$ cat src/rtl/pattern_scan_arbiter.sv
`default_nettype none
// ============================================================================
// Module   : pattern_scan_arbiter
// Purpose  : Shares one serial Moore pattern detector among N_REQ requesters.
//            A round-robin arbiter grants one requester's DATA_W-bit word.
//            The word is then shifted MSB-first into the detector after a
//            one-cycle detector clear. The detector output is sampled once
//            per bit. The per-bit hit mask and the hit count are returned on
//            a valid/ready response channel.
// Ports    : clk, rst (sync, active-low)
//            req_valid/req_data/req_ready : requester side, one-hot accept
//            det_w/det_rst_n/det_z        : external detector interface
//            resp_valid/resp_id/resp_hit_mask/resp_hits/resp_ready : result
// Revision : 1.0 - initial release
// ============================================================================
module pattern_scan_arbiter #(
  parameter int N_REQ  = 4,
  parameter int DATA_W = 8,
  parameter int CNT_W  = $clog2(DATA_W + 1)
) (
  input  logic                       clk,
  input  logic                       rst,
  input  logic [N_REQ-1:0]           req_valid,
  input  logic [N_REQ*DATA_W-1:0]    req_data,
  output logic [N_REQ-1:0]           req_ready,
  output logic                       det_w,
  output logic                       det_rst_n,
  input  logic                       det_z,
  output logic                       resp_valid,
  output logic [$clog2(N_REQ)-1:0]   resp_id,
  output logic [DATA_W-1:0]          resp_hit_mask,
  output logic [CNT_W-1:0]           resp_hits,
  input  logic                       resp_ready
);

  localparam int C_ID_W = $clog2(N_REQ);
  localparam int C_BC_W = $clog2(DATA_W);

  typedef enum logic [2:0] {
    S_IDLE  = 3'd0,
    S_CLEAR = 3'd1,
    S_SHIFT = 3'd2,
    S_DRAIN = 3'd3,
    S_RESP  = 3'd4
  } state_t;

  state_t              r_state;
  state_t              w_state_nxt;

  logic [C_ID_W-1:0]   r_rr_ptr;
  logic [DATA_W-1:0]   r_shift;
  logic [C_BC_W-1:0]   r_bit_cnt;
  logic [DATA_W-1:0]   r_mask;
  logic [CNT_W-1:0]    r_hits;
  logic                r_resp_valid;
  logic [C_ID_W-1:0]   r_resp_id;

  logic [C_ID_W:0]     w_idx;
  logic                w_gnt_found;
  logic [C_ID_W-1:0]   w_gnt_id;
  logic [DATA_W-1:0]   w_gnt_word;
  logic                w_accept;
  logic [C_ID_W-1:0]   w_rr_nxt;

  // --------------------------------------------------------------------------
  // Round-robin search starting at r_rr_ptr. Walking the offsets from the
  // highest down lets the smallest offset with a valid request win last.
  // The index is one bit wider so rr_ptr+offset can be folded mod N_REQ.
  // --------------------------------------------------------------------------
  always_comb begin
    w_idx       = '0;
    w_gnt_found = 1'b0;
    w_gnt_id    = '0;
    for (int i = N_REQ - 1; i >= 0; i--) begin
      w_idx = {1'b0, r_rr_ptr} + (C_ID_W + 1)'(i);
      if (w_idx >= (C_ID_W + 1)'(N_REQ)) begin
        w_idx = w_idx - (C_ID_W + 1)'(N_REQ);
      end
      if (req_valid[w_idx[C_ID_W-1:0]]) begin
        w_gnt_found = 1'b1;
        w_gnt_id    = w_idx[C_ID_W-1:0];
      end
    end
  end

  assign w_gnt_word = req_data[int'(w_gnt_id) * DATA_W +: DATA_W];

  // Accept is suppressed while reset is asserted so no strobe leaks out.
  assign w_accept  = (r_state == S_IDLE) && w_gnt_found && rst;
  assign req_ready = w_accept ? ({{(N_REQ - 1){1'b0}}, 1'b1} << w_gnt_id) : '0;

  assign w_rr_nxt  = (r_resp_id == C_ID_W'(N_REQ - 1)) ? '0 : (r_resp_id + C_ID_W'(1));

  // --------------------------------------------------------------------------
  // FSM state register
  // --------------------------------------------------------------------------
  always_ff @(posedge clk) begin
    if (!rst) begin
      r_state <= S_IDLE;
    end else begin
      r_state <= w_state_nxt;
    end
  end

  // --------------------------------------------------------------------------
  // FSM next state and detector drive
  // --------------------------------------------------------------------------
  always_comb begin
    w_state_nxt = r_state;
    det_w       = 1'b0;
    // The detector is held in clear during reset and for the CLEAR cycle.
    det_rst_n   = rst && (r_state != S_CLEAR);
    case (r_state)
      S_IDLE: begin
        if (w_gnt_found) begin
          w_state_nxt = S_CLEAR;
        end
      end
      S_CLEAR: begin
        w_state_nxt = S_SHIFT;
      end
      S_SHIFT: begin
        det_w = r_shift[DATA_W-1];
        if (r_bit_cnt == C_BC_W'(DATA_W - 1)) begin
          w_state_nxt = S_DRAIN;
        end
      end
      S_DRAIN: begin
        w_state_nxt = S_RESP;
      end
      S_RESP: begin
        if (resp_ready) begin
          w_state_nxt = S_IDLE;
        end
      end
      default: begin
        w_state_nxt = S_IDLE;
      end
    endcase
  end

  // --------------------------------------------------------------------------
  // Datapath. det_z is a registered Moore output, so in SHIFT cycle k it
  // reflects the bit driven in cycle k-1. The mask is built by shifting the
  // sampled z in from the LSB: the first recorded sample (bit DATA_W-1 of
  // the word) ends up in the MSB after DATA_W samples, the DRAIN sample in
  // bit 0. SHIFT cycle 0 is skipped because the detector was just cleared.
  // --------------------------------------------------------------------------
  always_ff @(posedge clk) begin
    if (!rst) begin
      r_rr_ptr     <= '0;
      r_shift      <= '0;
      r_bit_cnt    <= '0;
      r_mask       <= '0;
      r_hits       <= '0;
      r_resp_valid <= 1'b0;
      r_resp_id    <= '0;
    end else begin
      case (r_state)
        S_IDLE: begin
          if (w_gnt_found) begin
            r_shift   <= w_gnt_word;
            r_resp_id <= w_gnt_id;
            r_mask    <= '0;
            r_hits    <= '0;
          end
        end
        S_CLEAR: begin
          r_bit_cnt <= '0;
        end
        S_SHIFT: begin
          r_shift   <= r_shift << 1;
          r_bit_cnt <= r_bit_cnt + C_BC_W'(1);
          if (r_bit_cnt != '0) begin
            r_mask <= {r_mask[DATA_W-2:0], det_z};
            r_hits <= r_hits + CNT_W'(det_z);
          end
        end
        S_DRAIN: begin
          r_mask       <= {r_mask[DATA_W-2:0], det_z};
          r_hits       <= r_hits + CNT_W'(det_z);
          r_resp_valid <= 1'b1;
        end
        S_RESP: begin
          if (resp_ready) begin
            r_resp_valid <= 1'b0;
            r_rr_ptr     <= w_rr_nxt;
          end
        end
        default: begin
          r_resp_valid <= 1'b0;
        end
      endcase
    end
  end

  assign resp_valid    = r_resp_valid;
  assign resp_id       = r_resp_id;
  assign resp_hit_mask = r_mask;
  assign resp_hits     = r_hits;

endmodule
`default_nettype wire

$ cat config.mk
export PLATFORM = sky130hd
export DESIGN_NAME = pattern_scan_arbiter
export DESIGN_NICKNAME = d
export VERILOG_FILES = /design/src/rtl/pattern_scan_arbiter.sv
export SDC_FILE = /design/constraint.sdc
export NUM_CORES = 1
export LEC_CHECK = 0
export ABC_AREA = 1
export CORE_MARGIN = 1
export CORE_UTILIZATION = 45
export CTS_CLUSTER_SIZE = 12
export DETAILED_ROUTE_END_ITERATION = 8
export PLACE_DENSITY = 0.78
export SLEW_MARGIN = 20
export SYNTH_ARGS = -nofsm -noshare
export SYNTH_HDL_FRONTEND = slang
export SYNTH_SLANG_ARGS = --single-unit
$ cat constraint.sdc
create_clock -name clk -period 2.4 [get_ports clk]
set_clock_uncertainty 0.15 [all_clocks]
set_input_delay 0.48 -clock clk [delete_from_list [all_inputs] [get_ports clk]]
set_output_delay 0.48 -clock clk [all_outputs]
set_load 0.03 [all_outputs]
# --- After elaboration in Yosys (flattened, before gate mapping) ---
# Cells that the tools add are included.
word_totals:
  register_bits: 31
  latchBits: 0
  ramBits: 0
  mem_bits_ro: 0
  in_bits: 40
  out_inout_bits: 21
  wordCells: 93
  memories: 0
classes:
  add_sub_neg: 10
  n_mul: 0
  div_mod_pow: 0
  order_cmp: 8
  n_eq_ne: 11
  n_shift: 2
  n_mux: 38
  n_bitwise: 1
  reduce_logical: 15
ops:
  columns: ["op", "count"]
  rows:
  - ["$shiftx 32x6->8", 1]
  - ["$mux 8", 3]
  - ["$pmux 8 s3", 1]
  - ["$mux 2", 9]
  - ["$pmux 8 s2", 1]
  - ["$pmux 3 s5", 1]
  - ["$lt 2x3->1 const B", 4]
  - ["$mux 4", 3]
  - ["$pmux 4 s3", 1]
  - ["$mux 1", 10]
  - ["$ge 3x3->1 const B", 3]
  - ["$mux 3", 3]
  - ["$bmux 1 s2", 4]
  - ["$ne 2x2->1 const B", 4]
  - ["$reduce_and 2->1", 4]
  - ["$sub 2x1->2 const B", 4]
  - ["$add 2x2->3 const B", 2]
  - ["$eq 3x2->1 const B", 2]
  - ["$eq 3x3->1 const B", 2]
  - ["$pmux 3 s2", 1]
  - ["$reduce_and 3->1", 2]
  - ["$reduce_bool 3->1", 2]
  - ["$add 4x1->4", 1]
  - ["$reduce_bool 2->1", 2]
  - ["13 further kinds", 15]

# --- Depth between registers and ports, before layout ---
# Gate-level depths: netlist of the first run.
depth:
  word_depth: 12
  mapped_depth: 15
  ltp_nobuf: 14

# --- Least setup slack after synthesis of the first run ---
# Ideal clock, no wire load.
synth_timing:
  kind: "input to output"
  start: "input port req_valid[1]"
  end: "output port req_ready[1]"
  arrival_time_ps: 2017
  required_ps: 1770
  setup_slack_ps: -247
  stages: 11
  n_path_buf: 1
  cell_sequence: "inv_1 nand2_1 nand3_1 nand2_1 nand3_2 nand2_2 nand2_4 nand2_8 buf_8 inv_2 nor3_1"
synth_between:
  elab_chain_cells: 9
  elab_cells_between_ends: 20
  classes_between: "1 x shift; 17 x mux; 2 x reduce/logical"
synth_lines:
  columns: ["item", "line_no", "source"]
  rows:
  - ["start: declaration", "23", "input logic [N_REQ-1:0] req_valid,"]
  - ["$bmux 1 s2", "79", "if (req_valid[w_idx[C_ID_W-1:0]]) begin"]
  - ["$mux 1 (not written as such)", "79", null]
  - ["$mux 1 (4 in series)", "79", null]
  - ["$logic_and 1x1->1 (2 in series)", "89", "assign w_accept = (r_state == S_IDLE) && w_gnt_found && rst;"]
  - ["$mux 4 (*)", "90", "assign req_ready = w_accept ? ({{(N_REQ - 1){1'b0}}, 1'b1} << w_gnt_id) : '0;"]
  - ["end: declaration", "25", "output logic [N_REQ-1:0] req_ready,"]
# Mark *: on every way between the ends. The rest lies on a longest branch, timed or not. The select of a mux whose other input is x is not followed.

# --- Worst setup path after layout of the first run ---
layout_timing:
  start: "input port req_valid[1]"
  end: "output port req_ready[0]"
# The elaborated chain is that of the path after synthesis.

==> results of run 1 <==
==> kinds of logic (layout without fill, tap and decap cells) <==
family	Yosys count	count (layout)	synth area share, %
buffers and inverters	44	132	10.5
AOI/OAI and AO/OA	31	31	8.50
xor gates and xnor gates	2	2	0.888
and+or+nand+nor	197	197	44.8
DFF	31	31	31.5
adders and majority gates	6	6	3.81
==> through the flow <==
| step | util, % | setup WS (ps) | cells |
|---|---|---|---|
| 2_1_floorplan | - | -212 | 311 |
| 3_3_place_gp | 65.9 | -366 | 430 |
| 3_5_place_dp | 65.9 | -473 | 430 |
| 4_1_cts | 71.5 | -39.8 | 447 |
| 5_1_grt | 74.6 | -162 | 449 |
| 6_report | 74.6 | -118 | 449 |
==> worst reg2reg max path: cells and delay by family, from the launching register on <==
kind                   cells  cell delay [ps]
buffers and inverters      6              770
AND/OR/NAND/NOR            7              490
flip-flops                 1              370
AO/OA/AOI/OAI              2              320
==> cell usage after synthesis (all sizes together), types with 2 or more instances <==
master  count  area share (%)
nand4       2            0.63
o21ai       7             1.8
dfxtp      31              31
clkbuf      5            0.95
nand3      50              14
inv        28             5.3
nor2        8             1.5
clkinv      2            0.38
nand2     131              27
buf         9             3.9
a21oi      20             5.1
nor3        5             1.3
ha          6             3.8
==> sequential cells by signal, indices dropped and copies added, names as in the netlist <==
| register | cells |
|---|---|
| resp_hit_mask | 8 |
| r_state | 3 |
| resp_valid | 1 |
| r_rr_ptr | 2 |
| resp_hits | 4 |
| resp_id | 2 |
| r_shift | 8 |
| r_bit_cnt | 3 |
==> how the worst max path moves through the flow <==
| stage | cells past startpoint | slack, ps | endpoint | start |
|---|---|---|---|---|
| floorplan | 9 | -210 | req_ready[0] | req_valid[1] |
| global placement | 10 | -370 | req_ready[2] | req_valid[3] |
| detailed placement | 10 | -470 | req_ready[2] | req_valid[3] |
| CTS | 11 | -40 | req_ready[0] | req_valid[0] |
| global route | 10 | -160 | req_ready[2] | req_valid[1] |
| finish | 11 | -120 | req_ready[0] | req_valid[1] |
==> metal layers <==
metal,wire [um],global-route usage [%]
met5,0,0
met4,76,6.25
met3,153,4.50
met2,2920,40.8
met1,2340,26.9
==> timing repair <==
action,in CTS,in global routing
resized for setup,28,34
pin swaps,11,7
setup buffers,9,2
setup endpoints to repair,4,5
==> final cells by class <==
| type | count | area [um^2] |
|---|---|---|
| tap | 50 | 62.6 |
| inverter | 30 | 115 |
| sequential | 31 | 628 |
| fill | 314 | 1040 |
| multi-input combinational | 236 | 1340 |
| timing repair buffer | 94 | 848 |
| clock buffer | 7 | 76.3 |
| clock inverter | 1 | 5.00 |
==> power by group through the flow <==
stage                     combinational [mW]  sequential, mW  clock [mW]
after floorplan                        0.324           0.605           0
final                                  0.583           0.587       0.391
after global placement                 0.503           0.596           0
after CTS                              0.541           0.587       0.402
after detailed placement               0.506           0.598           0
after global routing                   0.645           0.593       0.428
==> flow_summary.json, run 1 <==
{
  "p_switching_mw": 0.546,
  "worstSetupStartpointType": "primary input",
  "crit_family": "buffers and inverters",
  "routedWlPerCell_um": 12.2,
  "grt_max_degree": 17,
  "grt_pass1_vias": 1954,
  "cpMaxStageDelayCell": "dlygate4sd2_1",
  "violations": "negative setup slack",
  "slew_headroom_pct": 74.6,
  "crit_required_ps": 1770,
  "r2r_setup_slack_ps": 200,
  "finalPower_mw": 1.56,
  "antenna_found_initial": 0,
  "area_growth_pct": 55.8,
  "drt_iter0_markers": 83,
  "p_comb_share_pct": 37.3,
  "worstSkewPairLatency_ps": 290,
  "finalMaxSlewViolations": 0,
  "crit_arrival_ps": 1890,
  "synth-main-ff-cell": "dfxtp_1",
  "htree_num_levels": 2,
  "layout_min_cycle_time_ps": 2520,
  "die-width_um": 68.2,
  "design_area_um2": 3070,
  "fin_crit_sh_pct": 105,
  "hpwl_um": 3480,
  "diodes": 0,
  "ys_async_sr_fraction_pct": 0,
  "postSynthCellCount": 311,
  "start_util_pct": 47.9,
  "rsz0062_at_grt": "true",
  "finalWorstSetupSlack_ps": -118,
  "worst-r2r-cell-count": 15,
  "whs_path_depth": 2,
  "num_rows": 23,
  "p_seq_share_pct": 37.6,
  "final_cell_mix": "109 x nand2_1, 50 x clkdlybuf4s50_1, 41 x nand3_1, 37 x buf_4, 29 x dfxtp_1",
  "power_switching_share_pct": 35.0,
  "port_buffers": 60,
  "path_cells": "dlygate4sd2_1 > inv_2 > nand2_4 > nand3_4 > nand3_2 > nand3_2 > a21oi_4 > buf_4 > buf_4 > nor3_4 > buf_6",
  "fmaxAchievable_mhz": 397,
  "outcome": "complete, but fails checks",
  "root_buffer": "clkbuf_8",
  "cellInternalPower_mw": 1.02,
  "leakage_nw": 1.45,
  "synth_area_um2": 1970,
  "final_nets": 444,
  "gp_congestion": 0.750,
  "numCtsBuffers": 5,
  "final_hold_viol_count": 0,
  "postCtsHoldBufs": 0,
  "synth_seq_area_share_pct": 31.5,
  "ant_nets": 0,
  "die_area_um2": 4650,
  "setup_viol": 4,
  "crit_buf_inv": 5,
  "grtUsageTotal_pct": 22.7,
  "critPathMaxStageDelay_ps": 240,
  "path_max_fanout": 3,
  "holdPathEnd": "resp_valid",
  "fp.coreArea_um2": 4120,
  "hp-class": "flop to flop",
  "critPathKind": "primary input to output pin",
  "drcViolationCount": 0,
  "mostFrequentLayoutCell": "nand2_1",
  "synth_edf_count": 0,
  "endpoint_kind": "output pin",
  "synth.avg_cell_area_um2": 6.34,
  "timing.rr.end": "r_shift[4]",
  "power.density_nw_per_um2": 508,
  "ys_types": 31,
  "num_io_pins": 61,
  "path_clk_slew_ps": 70,
  "cts_num_sinks": 31,
  "grt_first_pass_wirelength_um": 8070,
  "cts_tree": "yes",
  "grt_overflow_total": 0,
  "die_y_um": 68.2,
  "hold_slack_ps": 323,
  "worst_slew_pin_slew_ps": 381,
  "pwr-share-clk_pct": 25.1,
  "peakVddDrop_mv": 0.329,
  "synth_seq_cells": 31,
  "place_area_um2": 2710,
  "drt_pass1_iterations": 4,
  "synth_warnings": 0,
  "maxCapViolations": 0,
  "min-delay-start": "resp_valid",
  "fin_tns_setup_ps": -427,
  "routed_wl_um": 5490,
  "vias": 2289,
  "syn_nets": 357,
  "vias_per_cell": 5.10,
  "drive_above_1_share_pct": 24.8,
  "clock_path_buffers": 2,
  "rr_startpoint": "r_rr_ptr[0]"
}
No activity file was read; power rests on OpenSTA's default activity.
==> run 2, diff against run 1 <==
--- a/config.mk
+++ b/config.mk
@@ -11,7 +11,7 @@
 export CTS_CLUSTER_SIZE = 12
 export DETAILED_ROUTE_END_ITERATION = 8
 export PLACE_DENSITY = 0.78
-export SLEW_MARGIN = 20
+export SLEW_MARGIN = 10
 export SYNTH_ARGS = -nofsm -noshare
 export SYNTH_HDL_FRONTEND = slang
 export SYNTH_SLANG_ARGS = --single-unit
==> results of run 2 <==
Final layout, timing and power as in run 1 (identical DEF).
==> run 3, diff against run 2 <==
--- a/config.mk
+++ b/config.mk
@@ -5,12 +5,12 @@
 export SDC_FILE = /design/constraint.sdc
 export NUM_CORES = 1
 export LEC_CHECK = 0
-export ABC_AREA = 1
 export CORE_MARGIN = 1
 export CORE_UTILIZATION = 45
 export CTS_CLUSTER_SIZE = 12
 export DETAILED_ROUTE_END_ITERATION = 8
-export PLACE_DENSITY = 0.78
+export PLACE_DENSITY = 0.8
+export RECOVER_POWER = 25
 export SLEW_MARGIN = 10
 export SYNTH_ARGS = -nofsm -noshare
 export SYNTH_HDL_FRONTEND = slang
==> flow_summary.json, run 3 <==
{
  "synth.avg_cell_area_um2": 9.11,
  "synth_seq_cells": 31,
  "crit_arrival_ps": 1720,
  "grt_pass1_vias": 1578,
  "cpMaxStageDelayCell": "or4_4",
  "outcome": "complete, no violations",
  "grt_first_pass_wirelength_um": 6730,
  "maxCapViolations": 0,
  "ys_top_cells_by_count": "31 x dfxtp_1, 19 x mux2i_1, 19 x nand2_1",
  "path_max_fanout": 3,
  "dpl.cell_count": 304,
  "finalMaxSlewViolations": 0,
  "drive_above_1_share_pct": 17.8,
  "synth_seq_area_share_pct": 36.0,
  "vias": 1634,
  "grt_max_degree": 17,
  "cts_num_sinks": 31,
  "final.fill_count": 288,
  "ys_types": 40,
  "hp-class": "flop to flop",
  "layout_min_cycle_time_ps": 2350,
  "ant_nets": 0,
  "ys_async_sr_fraction_pct": 0,
  "synth_area_um2": 1720,
  "synth_warnings": 0,
  "finalPower_mw": 1.63,
  "setup_viol": 0,
  "numCtsBuffers": 5,
  "peakVddDrop_mv": 0.488,
  "worstSetupStartpointType": "primary input",
  "path_clk_slew_ps": 60,
  "finalNonFillerCells": 312,
  "drt_iter0_markers": 63,
  "root_buffer": "clkbuf_8",
  "p_comb_share_pct": 37.7,
  "cts_tree": "yes",
  "synth_most_common_cell": "dfxtp_1",
  "rsz0062_at_grt": "false",
  "num_io_pins": 61,
  "synth_top_area_cell": "dfxtp_1",
  "antenna_found_initial": 0,
  "crit_required_ps": 1770,
  "area_growth_pct": 48.6,
  "pwr-share-clk_pct": 24.2,
  "synth_area_leaders": "dfxtp_1 36%, mux2i_1 11%, nor2b_1 5.5%",
  "syn_nets": 235,
  "diodes": 0,
  "clock_path_buffers": 2,
  "seq_area_um2": 621,
  "start_util_pct": 47.0,
  "postSynthCellCount": 189,
  "hold_slack_ps": 342,
  "p_switching_mw": 0.557,
  "hpwl_um": 3140,
  "num_rows": 22,
  "critPathKind": "primary input to output pin",
  "grtUsageTotal_pct": 21.3,
  "drt_pass1_iterations": 4,
  "routed_wl_um": 4180,
  "mostFrequentLayoutCell": "clkdlybuf4s50_1",
  "critPathMaxStageDelay_ps": 560,
  "fp.coreArea_um2": 3660,
  "slew_headroom_pct": 65.7,
  "p_seq_share_pct": 38.1,
  "port_buffers": 60,
  "synth_edf_count": 0,
  "drcViolationCount": 0,
  "synth-main-ff-cell": "dfxtp_1",
  "power.density_nw_per_um2": 636,
  "cellInternalPower_mw": 1.07,
  "leakage_nw": 1.07,
  "final_cell_mix": "49 x clkdlybuf4s50_1, 31 x dfxtp_1, 20 x buf_4, 19 x mux2i_1, 17 x nand2_1",
  "final_hold_viol_count": 0,
  "fmaxAchievable_mhz": 425,
  "multi_input_area_um2": 1040,
  "endpoint_kind": "output pin",
  "htree_num_levels": 2,
  "postCtsHoldBufs": 0,
  "vias_per_cell": 5.24,
  "worst_slew_pin_slew_ps": 509,
  "fin_crit_sh_pct": 98.0,
  "path_cells": "dlygate4sd2_1 > or4_4 > nand2_4 > nor2_4 > nand2b_4 > nor2_1 > buf_4",
  "yosys.area.top_type_share_pct": 36.0,
  "routedWlPerCell_um": 13.4,
  "power_switching_share_pct": 34.3,
  "grt_overflow_total": 0,
  "final_core_util_pct": 69.9,
  "gp_congestion": 0.769,
  "worstSkewPairLatency_ps": 280,
  "die_area_um2": 4080,
  "die-width_um": 63.9,
  "die_y_um": 63.9,
  "final_nets": 309,
  "fin_tns_setup_ps": 0
}
## run 3: cell types whose count changed in the layout (fill, tap and decap cells not counted), sizes merged, moves of 15 or more
cell | previous run | this run
nor2b | 0 | 15
inv | 29 | 8
buf | 40 | 21
mux2i | 0 | 19
nand2 | 131 | 19
a21oi | 20 | 2
nand3 | 50 | 2
## run 3: worst paths after layout
kind                startpoint            to  slack [ps]  cells after the start
hold / removal      resp_id[1]    resp_id[1]         340                      2
setup reg to reg    r_state[1]  resp_hits[3]         350                      6
setup / recovery  req_valid[1]  req_ready[3]          50                      7
hold reg to reg     resp_id[1]    resp_id[1]         340                      2
## run 3: cells by family after synthesis
group                    Yosys count  share of synthesized area (%)
buffers and inverters             19                           5.74
XOR/XNOR                           2                           1.02
flip-flops                        31                           36.0
AND/OR/NAND/NOR                   59                           17.7
AO/OA/AOI/OAI                     52                           23.4
adder cells (fa/ha/maj)            6                           4.36
multiplexers                      20                           11.7
## run 3: what timing repair did
item | CTS | global route
pin swaps | 2 | 3
gates resized for setup | 9 | 4
buffers inserted | 0 | 0
setup endpoints to repair | 4 | 4
## run 3: cell type report
cell class / instances / area share (%)
timing repair buffer: 78 / 28.3
tap: 48 / 2.35
clock buffer: 6 / 2.84
clock inverter: 2 / 0.489
sequential: 31 / 24.3
multi-input combinational: 139 / 40.6
inverter: 8 / 1.17
## run 3: critical path: cells and delay by family
kind	cells	cell delay (ps)
and+or+nand+nor	5	810
buffers and inverters	2	420
## run 3: metrics by stage
stage / worst slack [ps] / instance area [um^2]
2_1_floorplan: 0.486 / 1720
3_3_place_gp: -167 / 2450
3_5_place_dp: -202 / 2450
4_1_cts: 8.80 / 2550
5_1_grt: 6.44 / 2560
6_report: 48.8 / 2560
## run 3: power groups by stage
| stage | clock, mW | combinational, mW | sequential (mW) |
|---|---|---|---|
| final | 0.394 | 0.613 | 0.619 |
| after global routing | 0.433 | 0.664 | 0.626 |
| after CTS | 0.407 | 0.607 | 0.619 |
| after detailed placement | 0 | 0.596 | 0.630 |
| after global placement | 0 | 0.589 | 0.629 |
| after floorplan | 0 | 0.371 | 0.629 |
## run 3: routing by layer
metal	global-route usage, %	up-vias	share of wire [%]
met1	25.7	771	47
met4	8.24	0	1.1
met2	35.0	31	48
met3	6.61	4	3.6
met5	0	-	0
li1	-	828	-
